$ cat src/rtl/cpu_ctrl_pkg.sv
// Shared encodings for the pipeline hazard/redirect controller.
// Includes FSM states, operand forwarding selects and the stage-match helper.
package cpu_ctrl_pkg;

  typedef enum logic [1:0] {
    RUN    = 2'd0,
    DRAIN  = 2'd1,
    HALTED = 2'd2
  } ctrl_state_t;

  localparam logic [1:0] FWD_RF  = 2'd0;
  localparam logic [1:0] FWD_EX  = 2'd1;
  localparam logic [1:0] FWD_MEM = 2'd2;
  localparam logic [1:0] FWD_WB  = 2'd3;

  // $0 is hardwired zero, so a write to it never produces a forwardable value.
  function automatic logic stage_hit(input logic we, input logic [4:0] wadr, input logic [4:0] radr);
    return we && (wadr == radr) && (radr != 5'd0);
  endfunction

endpackage

$ cat src/rtl/hazard_redirect_controller_if.sv
// ID-stage operand/hazard inputs and the stall, flush, forward and counter outputs.
// master = pipeline datapath side, slave = controller.
interface hazard_redirect_controller_if #(parameter int CNT_W = 32);
  logic [4:0]       R1Adr;
  logic [4:0]       R2Adr;
  logic             R1Used;
  logic             R2Used;
  logic [4:0]       EX_WAdr;
  logic             EX_RegWrite;
  logic             EX_MemRead;
  logic [4:0]       MEM_WAdr;
  logic             MEM_RegWrite;
  logic [4:0]       WB_WAdr;
  logic             WB_RegWrite;
  logic             Redirect;
  logic             Halt;
  logic             Go;
  logic [1:0]       R1_Fwd;
  logic [1:0]       R2_Fwd;
  logic             Stall_PC_ID;
  logic             Flush_IF_ID;
  logic             Flush_ID_EX;
  logic             Halted;
  logic [CNT_W-1:0] StallCnt;
  logic [CNT_W-1:0] FlushCnt;

  modport master (
    output R1Adr, R2Adr, R1Used, R2Used, EX_WAdr, EX_RegWrite, EX_MemRead,
           MEM_WAdr, MEM_RegWrite, WB_WAdr, WB_RegWrite, Redirect, Halt, Go,
    input  R1_Fwd, R2_Fwd, Stall_PC_ID, Flush_IF_ID, Flush_ID_EX, Halted,
           StallCnt, FlushCnt
  );

  modport slave (
    input  R1Adr, R2Adr, R1Used, R2Used, EX_WAdr, EX_RegWrite, EX_MemRead,
           MEM_WAdr, MEM_RegWrite, WB_WAdr, WB_RegWrite, Redirect, Halt, Go,
    output R1_Fwd, R2_Fwd, Stall_PC_ID, Flush_IF_ID, Flush_ID_EX, Halted,
           StallCnt, FlushCnt
  );
endinterface

$ cat src/rtl/hazard_redirect_controller_fwd_select.sv
// Picks the youngest in-flight producer of one ID operand (EX > MEM > WB > regfile).
// Purely combinational, zero latency; no backpressure.
module fwd_select
  import cpu_ctrl_pkg::*;
(
  input  logic [4:0] rd_adr,
  input  logic       ex_we,
  input  logic [4:0] ex_adr,
  input  logic       mem_we,
  input  logic [4:0] mem_adr,
  input  logic       wb_we,
  input  logic [4:0] wb_adr,
  output logic [1:0] sel
);

  always_comb begin
    sel = FWD_RF;
    if (stage_hit(ex_we, ex_adr, rd_adr))
      sel = FWD_EX;
    else if (stage_hit(mem_we, mem_adr, rd_adr))
      sel = FWD_MEM;
    else if (stage_hit(wb_we, wb_adr, rd_adr))
      sel = FWD_WB;
  end

endmodule

$ cat src/rtl/hazard_redirect_controller.sv
// Pipeline sequencer: forwarding selects, load-use stall, redirect flush, halt drain.
// Control outputs are same-cycle combinational; Halted and counters are registered.
module hazard_redirect_controller
  import cpu_ctrl_pkg::*;
#(
  parameter int CNT_W     = 32,
  parameter int DRAIN_CYC = 3
) (
  input  logic                         CLK,
  input  logic                         RST,
  hazard_redirect_controller_if.slave  bus
);

  localparam logic [1:0] DRAIN_LOAD = 2'(DRAIN_CYC - 1);

  ctrl_state_t      state;
  logic [1:0]       drain_cnt;
  logic             halted_q;
  logic [CNT_W-1:0] stall_cnt;
  logic [CNT_W-1:0] flush_cnt;
  logic [1:0]       r1_sel;
  logic [1:0]       r2_sel;
  logic             load_use;
  logic             redirect_take;
  logic             stall;
  logic             flush_if_id;
  logic             flush_id_ex;

  fwd_select u_fwd_rs (
    .rd_adr (bus.R1Adr),
    .ex_we  (bus.EX_RegWrite),  .ex_adr (bus.EX_WAdr),
    .mem_we (bus.MEM_RegWrite), .mem_adr(bus.MEM_WAdr),
    .wb_we  (bus.WB_RegWrite),  .wb_adr (bus.WB_WAdr),
    .sel    (r1_sel)
  );

  fwd_select u_fwd_rt (
    .rd_adr (bus.R2Adr),
    .ex_we  (bus.EX_RegWrite),  .ex_adr (bus.EX_WAdr),
    .mem_we (bus.MEM_RegWrite), .mem_adr(bus.MEM_WAdr),
    .wb_we  (bus.WB_RegWrite),  .wb_adr (bus.WB_WAdr),
    .sel    (r2_sel)
  );

  assign load_use = bus.EX_MemRead && bus.EX_RegWrite && (bus.EX_WAdr != 5'd0) &&
                    ((bus.R1Used && (bus.R1Adr == bus.EX_WAdr)) ||
                     (bus.R2Used && (bus.R2Adr == bus.EX_WAdr)));

  // A halted pipeline has nothing older in flight, so a redirect there is stale.
  assign redirect_take = !RST && bus.Redirect && ((state == RUN) || (state == DRAIN));

  always_comb begin
    stall       = 1'b0;
    flush_if_id = 1'b0;
    flush_id_ex = 1'b0;
    if (redirect_take) begin
      flush_if_id = 1'b1;
      flush_id_ex = 1'b1;
    end else if (!RST) begin
      case (state)
        RUN: begin
          if (load_use || bus.Halt) begin
            stall       = 1'b1;
            flush_id_ex = 1'b1;
          end
        end
        DRAIN, HALTED: begin
          stall       = 1'b1;
          flush_id_ex = 1'b1;
        end
        default: ;
      endcase
    end
  end

  always_ff @(posedge CLK) begin
    if (RST) begin
      state     <= RUN;
      drain_cnt <= 2'd0;
      halted_q  <= 1'b0;
      stall_cnt <= '0;
      flush_cnt <= '0;
    end else begin
      case (state)
        RUN: begin
          // A load-use stall outranks the halt; the halt is retried once the load moves on.
          if (!bus.Redirect && !load_use && bus.Halt) begin
            state     <= DRAIN;
            drain_cnt <= DRAIN_LOAD;
          end
        end
        DRAIN: begin
          if (bus.Redirect) begin
            state <= RUN;
          end else if (drain_cnt == 2'd0) begin
            state    <= HALTED;
            halted_q <= 1'b1;
          end else begin
            drain_cnt <= drain_cnt - 2'd1;
          end
        end
        HALTED: begin
          if (bus.Go) begin
            state    <= RUN;
            halted_q <= 1'b0;
          end
        end
        default: state <= RUN;
      endcase

      if (stall && (stall_cnt != '1))
        stall_cnt <= stall_cnt + CNT_W'(1);
      if (redirect_take && (flush_cnt != '1))
        flush_cnt <= flush_cnt + CNT_W'(1);
    end
  end

  assign bus.R1_Fwd      = RST ? FWD_RF : r1_sel;
  assign bus.R2_Fwd      = RST ? FWD_RF : r2_sel;
  assign bus.Stall_PC_ID = stall;
  assign bus.Flush_IF_ID = flush_if_id;
  assign bus.Flush_ID_EX = flush_id_ex;
  assign bus.Halted      = halted_q;
  assign bus.StallCnt    = stall_cnt;
  assign bus.FlushCnt    = flush_cnt;

endmodule

$ cat src/flat_wrapper.sv
// flat-port wrapper written by rule: the top's interface ports become plain ports
module hazard_redirect_controller_flat import cpu_ctrl_pkg::*;
#(
  parameter int CNT_W     = 32,
  parameter int DRAIN_CYC = 3
)
  (CLK, RST, bus_R1Adr, bus_R2Adr, bus_R1Used, bus_R2Used, bus_EX_WAdr, bus_EX_RegWrite, bus_EX_MemRead, bus_MEM_WAdr, bus_MEM_RegWrite, bus_WB_WAdr, bus_WB_RegWrite, bus_Redirect, bus_Halt, bus_Go, bus_R1_Fwd, bus_R2_Fwd, bus_Stall_PC_ID, bus_Flush_IF_ID, bus_Flush_ID_EX, bus_Halted, bus_StallCnt, bus_FlushCnt);
  hazard_redirect_controller_if #(.CNT_W(CNT_W)) bus_i ();
  input  logic CLK;
  input  logic RST;
  input wire logic [$bits(bus_i.R1Adr)-1:0] bus_R1Adr;
  input wire logic [$bits(bus_i.R2Adr)-1:0] bus_R2Adr;
  input wire logic [$bits(bus_i.R1Used)-1:0] bus_R1Used;
  input wire logic [$bits(bus_i.R2Used)-1:0] bus_R2Used;
  input wire logic [$bits(bus_i.EX_WAdr)-1:0] bus_EX_WAdr;
  input wire logic [$bits(bus_i.EX_RegWrite)-1:0] bus_EX_RegWrite;
  input wire logic [$bits(bus_i.EX_MemRead)-1:0] bus_EX_MemRead;
  input wire logic [$bits(bus_i.MEM_WAdr)-1:0] bus_MEM_WAdr;
  input wire logic [$bits(bus_i.MEM_RegWrite)-1:0] bus_MEM_RegWrite;
  input wire logic [$bits(bus_i.WB_WAdr)-1:0] bus_WB_WAdr;
  input wire logic [$bits(bus_i.WB_RegWrite)-1:0] bus_WB_RegWrite;
  input wire logic [$bits(bus_i.Redirect)-1:0] bus_Redirect;
  input wire logic [$bits(bus_i.Halt)-1:0] bus_Halt;
  input wire logic [$bits(bus_i.Go)-1:0] bus_Go;
  output wire logic [$bits(bus_i.R1_Fwd)-1:0] bus_R1_Fwd;
  output wire logic [$bits(bus_i.R2_Fwd)-1:0] bus_R2_Fwd;
  output wire logic [$bits(bus_i.Stall_PC_ID)-1:0] bus_Stall_PC_ID;
  output wire logic [$bits(bus_i.Flush_IF_ID)-1:0] bus_Flush_IF_ID;
  output wire logic [$bits(bus_i.Flush_ID_EX)-1:0] bus_Flush_ID_EX;
  output wire logic [$bits(bus_i.Halted)-1:0] bus_Halted;
  output wire logic [$bits(bus_i.StallCnt)-1:0] bus_StallCnt;
  output wire logic [$bits(bus_i.FlushCnt)-1:0] bus_FlushCnt;
  assign bus_i.R1Adr = bus_R1Adr;
  assign bus_i.R2Adr = bus_R2Adr;
  assign bus_i.R1Used = bus_R1Used;
  assign bus_i.R2Used = bus_R2Used;
  assign bus_i.EX_WAdr = bus_EX_WAdr;
  assign bus_i.EX_RegWrite = bus_EX_RegWrite;
  assign bus_i.EX_MemRead = bus_EX_MemRead;
  assign bus_i.MEM_WAdr = bus_MEM_WAdr;
  assign bus_i.MEM_RegWrite = bus_MEM_RegWrite;
  assign bus_i.WB_WAdr = bus_WB_WAdr;
  assign bus_i.WB_RegWrite = bus_WB_RegWrite;
  assign bus_i.Redirect = bus_Redirect;
  assign bus_i.Halt = bus_Halt;
  assign bus_i.Go = bus_Go;
  assign bus_R1_Fwd = bus_i.R1_Fwd;
  assign bus_R2_Fwd = bus_i.R2_Fwd;
  assign bus_Stall_PC_ID = bus_i.Stall_PC_ID;
  assign bus_Flush_IF_ID = bus_i.Flush_IF_ID;
  assign bus_Flush_ID_EX = bus_i.Flush_ID_EX;
  assign bus_Halted = bus_i.Halted;
  assign bus_StallCnt = bus_i.StallCnt;
  assign bus_FlushCnt = bus_i.FlushCnt;
  hazard_redirect_controller #(.CNT_W(CNT_W), .DRAIN_CYC(DRAIN_CYC)) u_core (.CLK(CLK), .RST(RST), .bus(bus_i));
endmodule
$ cat config.mk
export PLATFORM = sky130hd
export DESIGN_NAME = hazard_redirect_controller_flat
export DESIGN_NICKNAME = d
export VERILOG_FILES = /design/src/rtl/cpu_ctrl_pkg.sv /design/src/rtl/hazard_redirect_controller_if.sv /design/src/rtl/hazard_redirect_controller_fwd_select.sv /design/src/rtl/hazard_redirect_controller.sv /design/src/flat_wrapper.sv
export SDC_FILE = /design/constraint.sdc
export NUM_CORES = 1
export LEC_CHECK = 0
export ABC_CLOCK_PERIOD_IN_PS = 2100
export CORE_MARGIN = 5
export CORE_UTILIZATION = 44
export CTS_CLUSTER_DIAMETER = 100
export DETAILED_ROUTE_END_ITERATION = 10
export GPL_TIMING_DRIVEN = 1
export PLACE_DENSITY = 0.75
export SETUP_SLACK_MARGIN = 0.02
export SYNTH_ARGS = -nofsm -noshare
export SYNTH_HDL_FRONTEND = slang
export SYNTH_HIERARCHICAL = 1
export SYNTH_SLANG_ARGS = --single-unit
$ cat constraint.sdc
create_clock -name CLK -period 2.1 [get_ports CLK]
set_input_delay 0.42 -clock CLK [delete_from_list [all_inputs] [get_ports CLK]]
set_output_delay 0.42 -clock CLK [all_outputs]
set_load 0.02 [all_outputs]
==> results.tsv <==
metric	value	unit
outcome	finished with violations	
failing checks	setup timing	
drt drc	0	
Hold Slack	0.495	ns
Mapped Avg Cell Area	8.43	µm²
count of buffers from port buffering	107	
VDD IR max	0.000402	V
LEAKAGE	2.54	nW
vias in the first global route	4620	
remaining global-route overflow	0	
EDFF count, synth	0	
Die Wd	110	µm
Gate Count Post-Synth	527	
CTS Buf Count	9	
Core Util, Final	71.4	%
Layout Skew	0.0213	ns
Area growth syn-to-layout	57.8	%
number of diodes	0	
r2r setup slk	-0.13	ns
FFs w/ async S/R, synth	0	%
Final period util	107	%
Row Count	36	
share of the synthesized area in the top cell type	31.1	%
worst path bufs/invs	4	
Final Setup Violations	31	
Tmin final	2.24	ns
max_cap viols	0	
Arrival @ worst endpoint	1.82	ns
Die ar.	12200	µm²
DRT iter0 DRCs	312	
#FFs+latches synth	69	
Worst-Skew Late Latency	0.35	ns
number of distinct library cells after synthesis	63	
ranking of synthesized cells by area	dfxtp_1 (31%), xnor2_1 (9.3%), or4_1 (3.9%), nor2_1 (3.7%), a21oi_1 (3.6%)	
crit path cell chain	dlygate4sd2_1, inv_1, a32oi_1, nor3_4, a31oi_4, inv_2, buf_6	
share of layout cells above drive strength 1	32.1	%
Main synth FF type	dfxtp_1	
vias per inst	5.85	
post-synthesis compound-gate area fraction	16.9	%
pre-CTS setup slack	-1.08	ns
relative slew slack	52.7	%
fin nets	742	
dpl hpwl	9360	µm
Mapped Area	4440	µm²
area fraction in and, or, nand and nor cells after synthesis	30.6	%
RSZ-0062 raised after global routing	true	
CP max stage delay	0.40	ns
CP Data Required Time	1.68	ns
CTS clk-pin slew, worst paths	0.09	ns
Setup crit end kind	output port	
RePlAce Congestion	0.940	
post-route ant nets	0	
first-pass GRT wire length	22500	µm
largest family of logic cells by synthesized area	simple AND/OR/NAND/NOR gates	
clk sink count	69	
largest net degree at the start of global routing	53	
max-slew violations	0	
initial antenna violation count	0	
CTS H-tree lvls	3	
drt wl/cell	17.6	µm
via count	4894	
post-synthesis xor/xnor area fraction	12.6	%
clk root buf	clkbuf_8	
core box area	9820	µm²
startpoint types	input port	
mux cell area share after synthesis	1.94	%
Yosys warning total	6	
CP max stage cell	dlygate4sd2_1	
io pins	108	
Synthesized Nets	570	
final hold violation count	0	
Final WS setup	-0.141	ns
Synth Area in Adders	1.97	%
DRT Pass-1 Iters	6	
Die H	110	µm
Max Clk Rate	0.446	GHz
hold buffer count at CTS	0	
initial core utilization	45.2	%
Min-Delay Path Class	reg -> reg	
Crit Path Category	in -> out	
Seq/Total Area, Yosys	31.1	%
CTS max path bufs	2	
CTS tree	done	
post-route insts no fill	836	
PwrDens	507	nW/µm²
Yosys top cell by area	dfxtp_1	
CP max FO	4	
Top delay family on crit path	buffers and inverters	
# placed instances	802	
Post-Route WL	14700	µm
Slew @ Worst Pin	0.708	ns
total track usage	21.6	%
==> cell type report <==
cell class / count / area [µm²]
inverter: 13 / 53.8
fill: 738 / 2810
clock inverter: 4 / 72.6
sequential: 69 / 1390
clock buffer: 11 / 141
tap: 133 / 166
timing repair buffer: 187 / 1860
multi-input combinational: 419 / 3320
==> layer usage <==
metal / GRT usage (%) / part of all wire (%) / vias up
met1: 27.3 / 41 / 2345
li1: - / - / 2313
met2: 35.9 / 50 / 203
met5: 0 / 0 / -
met3: 5.53 / 6.4 / 33
met4: 6.81 / 2.1 / 0
==> final timing paths <==
check,startpoint,end,depth (start not counted)
setup / recovery,bus_Redirect,bus_Stall_PC_ID,7
hold / removal,u_core/bus.StallCnt[4]$_SDFFE_PP0P_,u_core/bus.StallCnt[4]$_SDFFE_PP0P_,2
setup reg to reg,u_core/state[1]$_SDFFE_PP0P_,u_core/bus.StallCnt[26]$_SDFFE_PP0P_,10
hold reg to reg,u_core/bus.StallCnt[4]$_SDFFE_PP0P_,u_core/bus.StallCnt[4]$_SDFFE_PP0P_,2
==> cell usage in the layout (no fill, tap or decap), types with 6 or more instances in the layout <==
| cell type | count |
|---|---|
| nor3_1 | 14 |
| buf_6 | 24 |
| dfxtp_1 | 63 |
| a21oi_1 | 21 |
| xnor2_2 | 18 |
| o21ai_0 | 8 |
| a21oi_2 | 11 |
| buf_2 | 8 |
| and2_1 | 6 |
| clkbuf_8 | 10 |
| o31ai_1 | 15 |
| nor4_1 | 6 |
| inv_1 | 10 |
| xnor2_1 | 29 |
| nor2_1 | 41 |
| or3_1 | 9 |
| buf_4 | 62 |
| xor2_1 | 17 |
| nand2_1 | 33 |
| or4_4 | 7 |
| and3_1 | 12 |
| or4_1 | 16 |
| nand3_1 | 29 |
| nand4_1 | 17 |
| clkdlybuf4s50_1 | 69 |
| o211ai_1 | 6 |
==> stage by stage <==
step	TNS [ns]	cell area [µm²]	total power [mW]
floorplan	-0.0209	4480	1.82
global placement	-36.55	6030	2.08
detailed placement	-38.53	6030	2.10
CTS	-0.953	6600	3.46
global route	-3.93	7010	3.70
finish	-2.14	7010	3.56
==> power by group <==
part           total, mW  switching (mW)  internal, mW
clock               1.20           0.504         0.694
sequential          1.38          0.0361          1.34
combinational      0.984           0.487         0.497
total               3.56            1.03          2.53
==> timing repair <==
item / CTS / global route
cloned: 3 / 2
setup buffers: 12 / 4
hold endpoints to repair: 0 / 0
resized for setup: 197 / 82
endpoints found under the setup margin: 47 / 48
pin swaps: 59 / 36
==> cells in the mapped netlist, types with 7 or more instances <==
cell type	count
dfxtp_1	69
xnor2_1	47
nor2_1	44
nand2_1	36
a21oi_1	32
nand3_1	29
or4_1	23
o31ai_1	18
nand4_1	17
xor2_1	17
nor3_1	15
and3_1	12
inv_1	12
nor4_1	11
clkbuf_1	10
nor2b_1	9
o21ai_0	9
or3_1	9
and2_1	8
buf_6	7
ha_1	7
==> tightest hold or removal path, delay by kind of cell (launching register included) <==
family	cells	cell delay (ns)
AND/OR/NAND/NOR	1	0.05
AO/OA/AOI/OAI	1	0.06
flip-flops	1	0.36
==> state kept, by name, indices dropped and copies added (netlist names) <==
register / count
u_core/bus.FlushCnt: 32
u_core/bus.StallCnt: 32
u_core/bus.Halted: 1
u_core/drain_cnt: 2
u_core/state: 2
==> kinds of logic (layout without fill, tap and decap cells) <==
family,Yosys count,count (layout)
XOR/XNOR,64,64
adder cells (fa/ha/maj),7,7
AO/OA/AOI/OAI,104,104
multiplexers,7,7
flip-flops,69,69
buffers and inverters,39,215
AND/OR/NAND/NOR,237,237
Note: power is estimated with default switching activity, not from simulation.
